==> src/rtl/axil_pkg.sv <==
// Shared types and helpers for the AXI-Lite register file: response codes,
// byte-strobe merge and address-to-register-index decode.
package axil_pkg;

  localparam int MAX_DATA_W = 64;
  localparam int MAX_BYTES  = MAX_DATA_W / 8;

  typedef enum logic [1:0] {
    OKAY   = 2'b00,
    SLVERR = 2'b10
  } axil_resp_e;

  // Works on the widest supported word; callers zero-extend and truncate.
  function automatic logic [MAX_DATA_W-1:0] strb_merge(
    input logic [MAX_DATA_W-1:0] old_w,
    input logic [MAX_DATA_W-1:0] new_w,
    input logic [MAX_BYTES-1:0]  strb
  );
    logic [MAX_DATA_W-1:0] res;
    res = old_w;
    for (int k = 0; k < MAX_BYTES; k++) begin
      if (strb[k]) res[k*8 +: 8] = new_w[k*8 +: 8];
    end
    return res;
  endfunction

  function automatic logic [63:0] addr2idx(
    input logic [63:0] addr,
    input int unsigned off_w
  );
    return addr >> off_w;
  endfunction

endpackage

==> src/rtl/axil_hold_slot.sv <==
// One-entry holding register with load/clear and a full flag; used to park an
// accepted AW or W beat until both halves of a write are present.
module axil_hold_slot #(
  parameter int W = 32
) (
  input  logic         clk,
  input  logic         rst,
  input  logic         i_load,
  input  logic         i_clr,
  input  logic [W-1:0] i_d,
  output logic [W-1:0] o_q,
  output logic         o_full
);

  logic         r_full;
  logic [W-1:0] r_q;

  // Load only happens while empty and clear only while full, so they never overlap.
  always_ff @(posedge clk or posedge rst) begin
    if (rst) begin
      r_full <= 1'b0;
      r_q    <= '0;
    end else if (i_load) begin
      r_full <= 1'b1;
      r_q    <= i_d;
    end else if (i_clr) begin
      r_full <= 1'b0;
    end
  end

  assign o_q    = r_q;
  assign o_full = r_full;

endmodule

==> src/rtl/axil_regfile.sv <==
// AXI-Lite slave register file: byte-strobed RW registers, hardware-fed RO
// registers, SLVERR on out-of-range or RO writes, per-register write pulses.
module axil_regfile
  import axil_pkg::*;
#(
  parameter int                  ADDR_W   = 32,
  parameter int                  DATA_W   = 32,
  parameter int                  NUM_REGS = 8,
  parameter logic [NUM_REGS-1:0] RO_MASK  = '0
) (
  input  logic                       clk,
  input  logic                       rst,
  input  logic [ADDR_W-1:0]          awaddr,
  input  logic                       awvalid,
  output logic                       awready,
  input  logic [DATA_W-1:0]          wdata,
  input  logic [DATA_W/8-1:0]        wstrb,
  input  logic                       wvalid,
  output logic                       wready,
  output logic [1:0]                 bresp,
  output logic                       bvalid,
  input  logic                       bready,
  input  logic [ADDR_W-1:0]          araddr,
  input  logic                       arvalid,
  output logic                       arready,
  output logic [DATA_W-1:0]          rdata,
  output logic [1:0]                 rresp,
  output logic                       rvalid,
  input  logic                       rready,
  input  logic [NUM_REGS*DATA_W-1:0] ro_val_i,
  output logic [NUM_REGS*DATA_W-1:0] regs_o,
  output logic [NUM_REGS-1:0]        wr_pulse_o
);

  localparam int BYTES = DATA_W / 8;
  localparam int OFF_W = $clog2(BYTES);

  logic                    w_aw_full;
  logic                    w_w_full;
  logic [ADDR_W-1:0]       w_awaddr;
  logic [DATA_W+BYTES-1:0] w_w_q;
  logic [DATA_W-1:0]       w_wdata;
  logic [BYTES-1:0]        w_wstrb;
  logic                    w_commit;
  logic [63:0]             w_aw_idx;
  logic [63:0]             w_ar_idx;
  logic [NUM_REGS-1:0]     w_aw_sel;
  logic [NUM_REGS-1:0]     w_ar_sel;
  logic                    w_wr_ok;
  logic                    w_ar_ok;
  logic [DATA_W-1:0]       w_rd_data;
  logic [DATA_W-1:0]       w_reg_q  [NUM_REGS];
  logic [DATA_W-1:0]       w_rd_src [NUM_REGS];

  logic                    r_bvalid;
  axil_resp_e              r_bresp;
  logic                    r_rvalid;
  axil_resp_e              r_rresp;
  logic [DATA_W-1:0]       r_rdata;
  logic [NUM_REGS-1:0]     r_wr_pulse;

  // A full B slot that is being drained this edge does not block the next commit.
  assign w_commit = w_aw_full & w_w_full & (~r_bvalid | bready);

  axil_hold_slot #(.W(ADDR_W)) u_aw_slot (
    .clk    (clk),
    .rst    (rst),
    .i_load (awvalid & ~w_aw_full),
    .i_clr  (w_commit),
    .i_d    (awaddr),
    .o_q    (w_awaddr),
    .o_full (w_aw_full)
  );

  axil_hold_slot #(.W(DATA_W + BYTES)) u_w_slot (
    .clk    (clk),
    .rst    (rst),
    .i_load (wvalid & ~w_w_full),
    .i_clr  (w_commit),
    .i_d    ({wstrb, wdata}),
    .o_q    (w_w_q),
    .o_full (w_w_full)
  );

  assign w_wdata  = w_w_q[DATA_W-1:0];
  assign w_wstrb  = w_w_q[DATA_W +: BYTES];
  assign w_aw_idx = addr2idx(64'(w_awaddr), OFF_W);
  assign w_ar_idx = addr2idx(64'(araddr), OFF_W);

  for (genvar gi = 0; gi < NUM_REGS; gi++) begin : g_reg
    assign w_aw_sel[gi] = (w_aw_idx == 64'(gi));
    assign w_ar_sel[gi] = (w_ar_idx == 64'(gi));

    if (RO_MASK[gi]) begin : g_ro
      assign w_reg_q[gi]  = '0;
      assign w_rd_src[gi] = ro_val_i[gi*DATA_W +: DATA_W];
    end else begin : g_rw
      logic [DATA_W-1:0] r_q;
      always_ff @(posedge clk or posedge rst) begin
        if (rst) begin
          r_q <= '0;
        end else if (w_commit && w_aw_sel[gi]) begin
          r_q <= DATA_W'(strb_merge(64'(r_q), 64'(w_wdata), MAX_BYTES'(w_wstrb)));
        end
      end
      assign w_reg_q[gi]  = r_q;
      assign w_rd_src[gi] = r_q;
    end

    assign regs_o[gi*DATA_W +: DATA_W] = w_reg_q[gi];
  end

  assign w_wr_ok = |(w_aw_sel & ~RO_MASK);
  assign w_ar_ok = |w_ar_sel;

  always_comb begin
    w_rd_data = '0;
    for (int i = 0; i < NUM_REGS; i++) begin
      if (w_ar_sel[i]) w_rd_data = w_rd_src[i];
    end
  end

  always_ff @(posedge clk or posedge rst) begin
    if (rst) begin
      r_bvalid   <= 1'b0;
      r_bresp    <= OKAY;
      r_wr_pulse <= '0;
    end else begin
      r_wr_pulse <= w_commit ? (w_aw_sel & ~RO_MASK) : '0;
      if (w_commit) begin
        r_bvalid <= 1'b1;
        r_bresp  <= w_wr_ok ? OKAY : SLVERR;
      end else if (bready) begin
        r_bvalid <= 1'b0;
      end
    end
  end

  // Register reads sample pre-commit contents, so a same-edge write is not visible.
  always_ff @(posedge clk or posedge rst) begin
    if (rst) begin
      r_rvalid <= 1'b0;
      r_rdata  <= '0;
      r_rresp  <= OKAY;
    end else if (arvalid && !r_rvalid) begin
      r_rvalid <= 1'b1;
      r_rdata  <= w_rd_data;
      r_rresp  <= w_ar_ok ? OKAY : SLVERR;
    end else if (rready) begin
      r_rvalid <= 1'b0;
    end
  end

  assign awready    = ~w_aw_full;
  assign wready     = ~w_w_full;
  assign bvalid     = r_bvalid;
  assign bresp      = r_bresp;
  assign arready    = ~r_rvalid;
  assign rvalid     = r_rvalid;
  assign rdata      = r_rdata;
  assign rresp      = r_rresp;
  assign wr_pulse_o = r_wr_pulse;

endmodule
==> config.mk <==
export PLATFORM = sky130hd
export DESIGN_NAME = axil_regfile
export DESIGN_NICKNAME = d
export VERILOG_FILES = /design/src/rtl/axil_pkg.sv /design/src/rtl/axil_hold_slot.sv /design/src/rtl/axil_regfile.sv
export SDC_FILE = /design/constraint.sdc
export NUM_CORES = 1
export LEC_CHECK = 0
export ABC_AREA = 1
export BUFFER_PORTS_ARGS = -buffer_cell sky130_fd_sc_hd__buf_2
export CAP_MARGIN = 20
export CORE_AREA = 10 10 251 253
export CTS_CLUSTER_SIZE = 30
export DETAILED_ROUTE_END_ITERATION = 10
export DIE_AREA = 0 0 261 263
export GPL_TIMING_DRIVEN = 0
export PLACE_DENSITY = 0.65
export REMOVE_ABC_BUFFERS = 1
export SETUP_SLACK_MARGIN = 0.1
export SLEW_MARGIN = 20
export SYNTH_ARGS = -nofsm -noshare
export SYNTH_HDL_FRONTEND = slang
export SYNTH_HIERARCHICAL = 1
export SYNTH_SLANG_ARGS = --single-unit
==> constraint.sdc <==
create_clock -name clk -period 9.1 [get_ports clk]
set_input_delay 0.455 -clock clk [delete_from_list [all_inputs] [get_ports clk]]
set_output_delay 0.455 -clock clk [all_outputs]
set_load 0.05 [all_outputs]
==> Word level (Yosys, flattened, before mapping) <==
Index checks and enable logic that the tools add are counted.
{ "totals": {"word_cells": 133, "out_inout_bits": 305, "reg_bits": 372, "in_bits": 363} }
{ "classes": {"n_eq_ne": 14, "mux": 18, "n_reduce_logical": 50, "bitwise": 9} }
{ "op_table": {"columns": ["cell", "n"], "rows": [
  ["$mux 32", 8],
  ["$eq 30x3->1 const B", 8],
  ["$logic_not 64->1", 2],
  ["$eq 30x2->1 const B", 4],
  ["$reduce_and 2->1", 32],
  ["$eq 30x1->1 const B", 2],
  ["$reduce_or 8->1", 2],
  ["$logic_and 1x1->1", 9],
  ["$mux 8", 1],
  ["$reduce_bool 2->1", 4],
  ["$mux 1", 7],
  ["$and 1x1->1", 4],
  ["$mux 2", 2],
  ["$not 1->1", 4],
  ["$logic_not 1->1", 1],
  ["$or 1x1->1", 1]
]} }

==> Logic depth before layout (Yosys ltp) <==
Gate-level depths: netlist of the first run.
{ "logic_depth": {"ltp_word": 9, "mapped_depth": 13} }

==> By module <==
Netlist of the first run, hierarchy kept.
{ "by_module_without_submodules": {"columns": ["mod", "area_per_inst_um2", "cells_per_inst", "n_inst"], "rows": [
  ["axil_regfile", 13877.1, 1638, 1],
  ["axil_hold_slot at u_w_slot", 1451.4, 157, 1],
  ["axil_hold_slot at u_aw_slot", 1330.0, 141, 1]
]} }

==> Worst setup path after synthesis of the first run <==
OpenSTA, ideal clock, no wires.
{ "synth_timing": {"kind": "reg-to-reg", "start": "reg r_bvalid, in the netlist bvalid", "end": "reg g_reg[1].g_rw.r_q[8]", "setup_time_ns": 0.129, "required_ns": 8.971, "setup_slack_ns": 7.179, "path_buffers": 2, "t_arrival_ns": 1.792, "path_stages_with_launch": 9, "path_cell_list": "dfrtp_1 nand2_1 nand3_1 inv_1 buf_2 nand3_1 buf_2 nand2_1 o21ai_0"} }
{ "synth_between": {"elab_chain_cells": 5} }
{ "synth_lines": {"columns": ["item", "line", "source"], "rows": [
  ["start, declared", "axil_regfile.sv:55", "logic r_bvalid;"],
  ["start signal, assigned", "axil_regfile.sv:125", "r_bvalid <= 1'b0;"],
  ["start signal, assigned", "axil_regfile.sv:131", "r_bvalid <= 1'b1;"],
  ["start signal, assigned", "axil_regfile.sv:134", "r_bvalid <= 1'b0;"],
  ["$not 1->1", "axil_regfile.sv:63", "assign w_commit = w_aw_full & w_w_full & (~r_bvalid | bready);"],
  ["$or 1x1->1", "axil_regfile.sv:63", null],
  ["$and 1x1->1", "axil_regfile.sv:63", null],
  ["$logic_and 1x1->1", "axil_regfile.sv:102", "end else if (w_commit && w_aw_sel[gi]) begin"],
  ["$reduce_and 2->1 (no source line)", null, null],
  ["end signal, assigned", "axil_regfile.sv:103", "r_q <= DATA_W'(strb_merge(64'(r_q), 64'(w_wdata), MAX_BYTES'(w_wstrb)));"],
  ["end, declared", "axil_regfile.sv:98", "logic [DATA_W-1:0] r_q;"]
]} }
Every way passes these cells.
A chain may end at the register's enable or synchronous reset.

==> Worst setup path in the final report of the first run <==
{ "layout_timing": {"start": "reg u_w_slot.r_full, in the netlist u_w_slot/o_full", "end": "reg g_reg[7].g_rw.r_q[3]"} }
{ "layout_between": {"elab_chain_cells": 4} }
{ "layout_lines": {"columns": ["item", "line", "source"], "rows": [
  ["start, declared", "axil_hold_slot.sv:15", "logic r_full;"],
  ["start signal, assigned", "axil_hold_slot.sv:21", "r_full <= 1'b0;"],
  ["start signal, assigned", "axil_hold_slot.sv:24", "r_full <= 1'b1;"],
  ["start signal, assigned", "axil_hold_slot.sv:27", "r_full <= 1'b0;"],
  ["$and 1x1->1 (2 in a row)", "axil_regfile.sv:63", null],
  ["$logic_and 1x1->1", "axil_regfile.sv:102", null],
  ["$reduce_and 2->1 (no source line)", null, null],
  ["end signal, assigned", "axil_regfile.sv:103", null],
  ["end, declared", "axil_regfile.sv:98", null]
]} }
Every way passes these cells.

==> results of run 1 <==
[area by class of cell]
| class | count | area (um2) | share of cell area [%] |
|---|---|---|---|
| Clock inverter | 14 | 134 | 0.642 |
| Sequential cell | 368 | 9210 | 44.2 |
| Multi-Input combinational cell | 1349 | 6360 | 30.5 |
| Timing Repair Buffer | 432 | 2490 | 12.0 |
| Inverter | 113 | 449 | 2.15 |
| Clock buffer | 62 | 1230 | 5.90 |
| Tap cell | 773 | 967 | 4.64 |
| Antenna cell | 2 | 5.00 | 0.0240 |
[worst max-delay path, cell delays in order, from the launching register on]
cell and delay, ps:
dfrtp_1 460, nand3_1 580, inv_2 790, nand4_4 740, nor2_1 800, nand2_1 110, nand2_1 90
[sequential cells by signal, summed over array words and instances, names as in the netlist]
signal            count
u_w_slot/o_full       1
bresp                 1
bvalid                1
wr_pulse_o            8
rdata                32
rresp                 1
u_aw_slot/o_q        30
g.g_rw.r_q          256
u_aw_slot/o_full      1
rvalid                1
u_w_slot/o_q         36
[path summary, 6_finish.rpt]
kind	start	endpoint
setup / recovery	u_w_slot/o_full	g_reg[7].g_rw.r_q[3]
hold / removal	rready	rvalid
setup reg to reg	u_w_slot/o_full	g_reg[7].g_rw.r_q[3]
hold reg to reg	u_aw_slot/o_q[28]	u_aw_slot/o_q[28]
max in group asynchronous	rst	g_reg[3].g_rw.r_q[5]
min in group asynchronous	rst	wr_pulse_o[7]
[layer usage]
layer,wire length [um],track usage (%)
met2,30900,30.4
met4,1520,4.89
met3,5800,5.19
met1,28500,24.4
met5,0,0
[power by group through the flow]
stage / clock (mW) / combinational (mW) / sequential [mW]
6_report: 1.72 / 0.696 / 1.94
2_1_floorplan: 0 / 0.440 / 1.95
3_3_place_gp: 0 / 0.687 / 1.97
4_1_cts: 1.76 / 0.712 / 1.94
5_1_grt: 1.81 / 0.788 / 1.97
3_5_place_dp: 0 / 0.710 / 1.97
==> results.txt, run 1 <==
- Fraction of final layout cells sized beyond drive strength 1: 25.4%
- Entering global routing, the biggest net connects around 100 pins.
* Area of the core: 58200 um2
* H-tree lvl count: 2
- The initial antenna violation count is 1.
* Post-cts resize count: 0
* Unrepaired setup endpoints after global routing: false
- Highest-count cells in the layout ignoring fill and taps: 693 x nand2_1, 405 x buf_2, 368 x dfrtp_1
- Top-level I/O count: approximately 670
- After detailed placement, the total cell area comes to 19500 um2.
* Clock period minus final worst setup slack: 3670 ps
- In this run the worst path has a maximum fanout of 38.
- Timing would allow up to 272 MHz.
- Per-instance average area after synthesis: 8.60 um2
- Hold timing on the final database bottoms out at a slack of 82.6 ps.
- Post-Route Setup TNS: 0 ps
* DPL Wire Length: approximately 47000 um
* Die boundary width: 261 um
- Buffers inserted to repair hold after CTS numbered 1.
- In the final design database the tool counted approximately 2700 nets.
- Post-route ant nets: 0
- Measured in cells, the most critical reg-to-reg path has a length of 6.
- STA classifies the critical path endpoint as a flop.
* Die outline area: approximately 70000 um2
* Tot GR Track Use: 18.8%
- Setup violations remaining at the end of the flow were counted as 0.
* Result of the run: completed
- Worst-margin pin slew: slightly above 900 ps
- Count of max-cap constraint violations: 0
- Internal power of the cells: 2.94 mW
- Per report_power, the combinational group accounts for 16.0% of the total.
* Reg-to-reg slack, setup: 5430 ps
- At the placement stage, the worst setup path has a slack of 5310 ps.
- Via count: 14855
- Sum of overflow across all layers after global routing: 0
* Number of remaining DRC errors: 0
* Number of cells in the design after placement: 3034
- Clock latency on the worst-skew pair, taken at its later pin, is 570 ps.
* Switching power: 1.43 mW
- Count of pins over their slew limit: 0
- The library cell used most frequently in the layout, excluding fill and tap cells, is nand2_1.
- Final hold violation count: 0
- For this run, the share of the core covered by cells in the final layout is 35.8%.
- Final Total Pwr: 4.36 mW
- Routability-driven placement finished with a final weighted congestion of 0.824.
- In this run, flip-flops and latches consume 44.6% of the power.
- Average routed wire per standard cell: 21.4 um
* Class of the most critical setup path: reg -> reg
* Post-layout worst setup margin: 5430 ps
- Clock-pin slew was measured on the worst setup and hold paths at 60 ps.
- The worst setup path is launched from a flop.
* PwrDens: 209 nW/um2
- Non-Filler Cell Area, Final: around 21000 um2
- Post-synthesis cell area: ~17000 um2
- Number of DRC markers after the initial detailed-route iteration: 1365
* Total routed wirelength: 66700 um
- Critical path data required time: 9590 ps
- Die span in y: around 260 um
* Hold Crit Depth: 2
- Starting Density: 28.5%
- The tree is rooted in a clkbuf_16.
* CTS tree: built
- Number of filler cells placed in the layout: 6022
- Worst-case clock skew: 19.2 ps
- The worst hold path belongs to the class in -> reg.
- Compared with the post-synthesis result, the final layout area differs by 25.7%.
* Portion of total power attributed to the clock network: 39.5%
- The number of clock buffers added by TritonCTS is 43.
- After floorplanning, the core was divided into 89 placement rows.
- First-pass GRT wire length: between 90000 and 100000 um
* Final cycle utilization of the critical path: about two fifths
- In this run the tool buffered the top-level ports with 405 buffer cells.
- Net switching is 32.7% of the power.
* Number of optimization iterations in the first detailed-route pass: 6
- The worst pin sits at a relative slew slack of 39.3%.
- After detailed routing, the number of vias per cell comes to 4.77.
- In this run the deepest clock path goes through 3 buffers.
* Number of non-filler instances in the completed layout: 3113
- The clock net in this run drives a total of 368 sinks.
- YS warnings: 6
- In this run the static leakage power is 10.9 nW.
- Number of global-route vias before repair: roughly 15000
* Arrival time of data at the critical path endpoint: 4170 ps
- Buffers added to address setup during post-CTS repair amount to 0.
- VDD sags by at most 0.217 mV.
* Number of standard cells after synthesis: 1928
(Power assumes the default switching activity.)
==> inputs of run 2 (changes only) <==
--- a/config.mk
+++ b/config.mk
@@ -5,13 +5,13 @@
 export SDC_FILE = /design/constraint.sdc
 export NUM_CORES = 1
 export LEC_CHECK = 0
-export ABC_AREA = 1
+export ABC_AREA = 0
 export BUFFER_PORTS_ARGS = -buffer_cell sky130_fd_sc_hd__buf_2
 export CAP_MARGIN = 20
-export CORE_AREA = 10 10 251 253
+export CORE_AREA = 10 10 250 252
 export CTS_CLUSTER_SIZE = 30
 export DETAILED_ROUTE_END_ITERATION = 10
-export DIE_AREA = 0 0 261 263
+export DIE_AREA = 0 0 260 262
 export GPL_TIMING_DRIVEN = 0
 export PLACE_DENSITY = 0.65
 export REMOVE_ABC_BUFFERS = 1
==> constraint.sdc (replaced) <==
create_clock -name clk -period 3.22 [get_ports clk]
set_input_delay 0.161 -clock clk [delete_from_list [all_inputs] [get_ports clk]]
set_output_delay 0.161 -clock clk [all_outputs]
set_load 0.05 [all_outputs]
==> run 2 against run 1 <==
Against the previous run: count of clock-buffer cells in the layout unchanged; via count decreased by 23%; sequential share of layout area decreased by 1.3 points; wire length decreased by 12%; largest cell class unchanged; highest routed layer is now met5.
==> results.txt, run 2 <==
* Result of the run: completed
- Setup violation total in the final timing report: 0 (unchanged)
* Worst r2r dst: rdata[7]
- Post-route ant nets: 0 (unchanged)
- The fraction of power consumed by combinational cells came to 16.0% (about the same).
- Final weighted congestion in routability-driven placement: 0.774 (-6.1%)
- Average routed wire per standard cell: 25.1 um (+17%)
- Number of cells in the design after placement: 2199 (-28%)
* H-tree lvl count: 2 (unchanged)
- The tightest min-delay check is of the in -> reg type.
- CTS tree: built
- Register clock-pin slew on the reported worst setup and hold paths: 60 ps (about the same)
* Internal power of the cells: 8.92 mW (+200%)
- Total routed wirelength: 59000 um (-12%)
- The area of the core came to 57400 um2 (-1.5%).
* Post-cts resize count: 0 (unchanged)
- Clk Latency, worst-skew pair: 570 ps (about the same)
* Top-level I/O count: 668 (unchanged)
- Number of placement rows: 88 (-1.1%)
- The headroom to the max-slew limit is 40.2% (+0.90 points).
* Non-Filler Cell Area, Final: 21500 um2 (+3.2%)
- The yosys synthesis warning count is 6 (unchanged).
- Count of max-cap constraint violations: 0 (unchanged)
- Fmax: 354 MHz (+30%)
- The clock sink count came to 368 (unchanged).
- The path with the worst hold slack has its endpoint at rdata[9].
* Number of filler cells placed in the layout: 5375 (-11%)
- In the layout the commonest cells are 402 x buf_2, 367 x dfrtp_1, 275 x mux2_2.
- The area of the mapped netlist came to 16400 um2 (-0.98%).
* Critical Path Source Type: flop
- The worst register-to-register path begins at rvalid.
- The final core utilization was 37.5% (+1.7 points).
- Maximum fanout count along the critical path: 32 (-16%)
* Arrival time of data at the critical path endpoint: 3200 ps (-970 ps)
- Number of optimization iterations in the first detailed-route pass: 5 (-1)
* Portion of total power attributed to the clock network: 37.5% (-2.0 points)
- Fraction of final layout cells sized beyond drive strength 1: 57.4% (+32 points)
- Sequential Power Share: 46.5% (+1.9 points)
- The horizontal extent of the die was 260 um (-0.38%).
- Most frequent standard cell in the layout excluding fill and tap cells: buf_2
* Number of DRC markers after the initial detailed-route iteration: 700 (-49%)
* Die outline area: 68100 um2 (-0.76%)
- The residual DRC count came to 0 (unchanged).
* Per-instance average area after synthesis: 15.4 um2 (+79%)
- The clock skew after layout is 28.1 ps (+8.83 ps).
* Worst R2R Path Depth: 5 (-1)
- The switching part of the total power is 29.7% (-3.0 points).
* PwrDens: 590 nW/um2 (+180%)
- The starting density of the core came to 28.6% (+0.15 points).
* Root Driver: clkbuf_16
- The placed wire-length estimate is 41600 um (-12%).
- The buffer depth of the longest clock path is 3 (unchanged).
- Number of antenna violations at the first check in global routing: 4 (+3)
* Class of the most critical setup path: reg -> reg
- The number of buffer cells added on primary ports came to 405 (unchanged).
* Reg-to-reg slack, setup: 400 ps (-5030 ps)
- Worst IR drop on VDD: 0.553 mV (+150%)
- Worst-margin pin slew: 897 ps (-8.61 ps)
* Number of global-route vias before repair: 12425 (-15%)
- Switching power: 3.76 mW (+160%)
* First-pass GRT wire length: 85600 um (-13%)
- The shortest period the worst path allows was 2820 ps (-850 ps).
- Sum of overflow across all layers after global routing: 0 (unchanged)
* Via count: 11440 (-23%)
* Die span in y: 262 um (-0.38%)
- Setup repair after global routing left no endpoint under its margin.
- Crit end category: flop
- The total count of hold-check failures in the final report came to 0 (unchanged).
* Leakage power of the design: 11.3 nW (+3.3%)
- Max reg flops: 256 (unchanged)
- The non-filler instance count after layout came to 2346 (-25%).
- Register with the highest flop count: g.g_rw.r_q
* Routed via count divided by cell count: 4.88 (+2.2%)
* Final Net Count: 1910 (-28%)
- The global routing usage summed across all routing layers was 16.9% (-1.9 points).
- Largest net degree at the start of global routing: 106 (+5.0%)
- The cell area reported after detailed placement is 19400 um2 (-0.14%).
* Syn-to-layout area delta: 30.9%
- Critical path data required time: 3600 ps (-5990 ps)
- Post-Route Setup TNS: 0 ps (unchanged)
* HP Start: araddr[6]
- The number of clock buffers inserted by TritonCTS is 42 (-2.3%).
- Count of pins over their slew limit: 0 (unchanged)
- The instance count of the mapped netlist was 1068 (-45%).
- The post-route fraction of the period consumed by the critical path was 87.7% (+47 points).
- Hold Crit Depth: 6 (+4)
-- run 2: per-layer routing --
layer / up-vias / GRT usage [%] / routed length (um)
met5: - / 0 / 11
met4: 2 / 5.03 / 1340
met3: 91 / 4.63 / 4370
met2: 389 / 28.5 / 29100
met1: 6013 / 20.8 / 24200
li1: 4945 / - / -
-- run 2: final cells by class --
class                           instances  area [um2]  share of cell area (%)
Antenna cell                            3        7.51                  0.0349
Clock buffer                           62        1240                    5.75
Clock inverter                         13         130                   0.605
Inverter                                8        40.0                   0.186
Multi-Input combinational cell        636        6860                    31.9
Sequential cell                       368        9210                    42.8
Tap cell                              765         957                    4.45
Timing Repair Buffer                  491        3070                    14.3
-- run 2: worst max-delay path, stage by stage (launching register included) --
cell and delay (ps):
dfrtp_1 380, inv_1 120, nand2_4 380, or4_4 950, nor2_4 620, a211oi_1 180
-- run 2: worst max path at each step --
stage,cells past startpoint,slack [ps],to,start
6_report,5,400,rdata[7],rvalid
5_1_grt,5,320,rdata[7],rvalid
4_1_cts,5,370,rdata[7],rvalid
3_5_place_dp,6,270,rdata[7],araddr[30]
3_3_place_gp,2,-8800,g_reg[4].g_rw.r_q[0],rst
2_1_floorplan,1,-5230,bresp[1],rst
-- run 2: stage by stage --
| step | total power [mW] | setup slack (ps) | hold WS [ps] |
|---|---|---|---|
| finish | 12.7 | 397 | 108 |
| global route | 13.2 | 322 | 95.5 |
| CTS | 12.8 | 375 | 51.6 |
| detailed placement | 7.95 | 273 | 204 |
| global placement | 7.77 | -8800 | 394 |
| floorplan | 7.05 | -5230 | 257 |
-- run 2: power groups by stage --
stage	clock (mW)	combinational, mW	sequential, mW
floorplan	0	1.30	5.75
global placement	0	1.79	5.98
detailed placement	0	1.99	5.96
CTS	4.89	2.06	5.89
global route	5.08	2.17	6.00
finish	4.76	2.03	5.90
-- run 2: what timing repair did --
action | in CTS | in global routing
hold endpoints to repair | 207 | 0
setup buffers | 0 | 0
hold buffers | 69 | 0
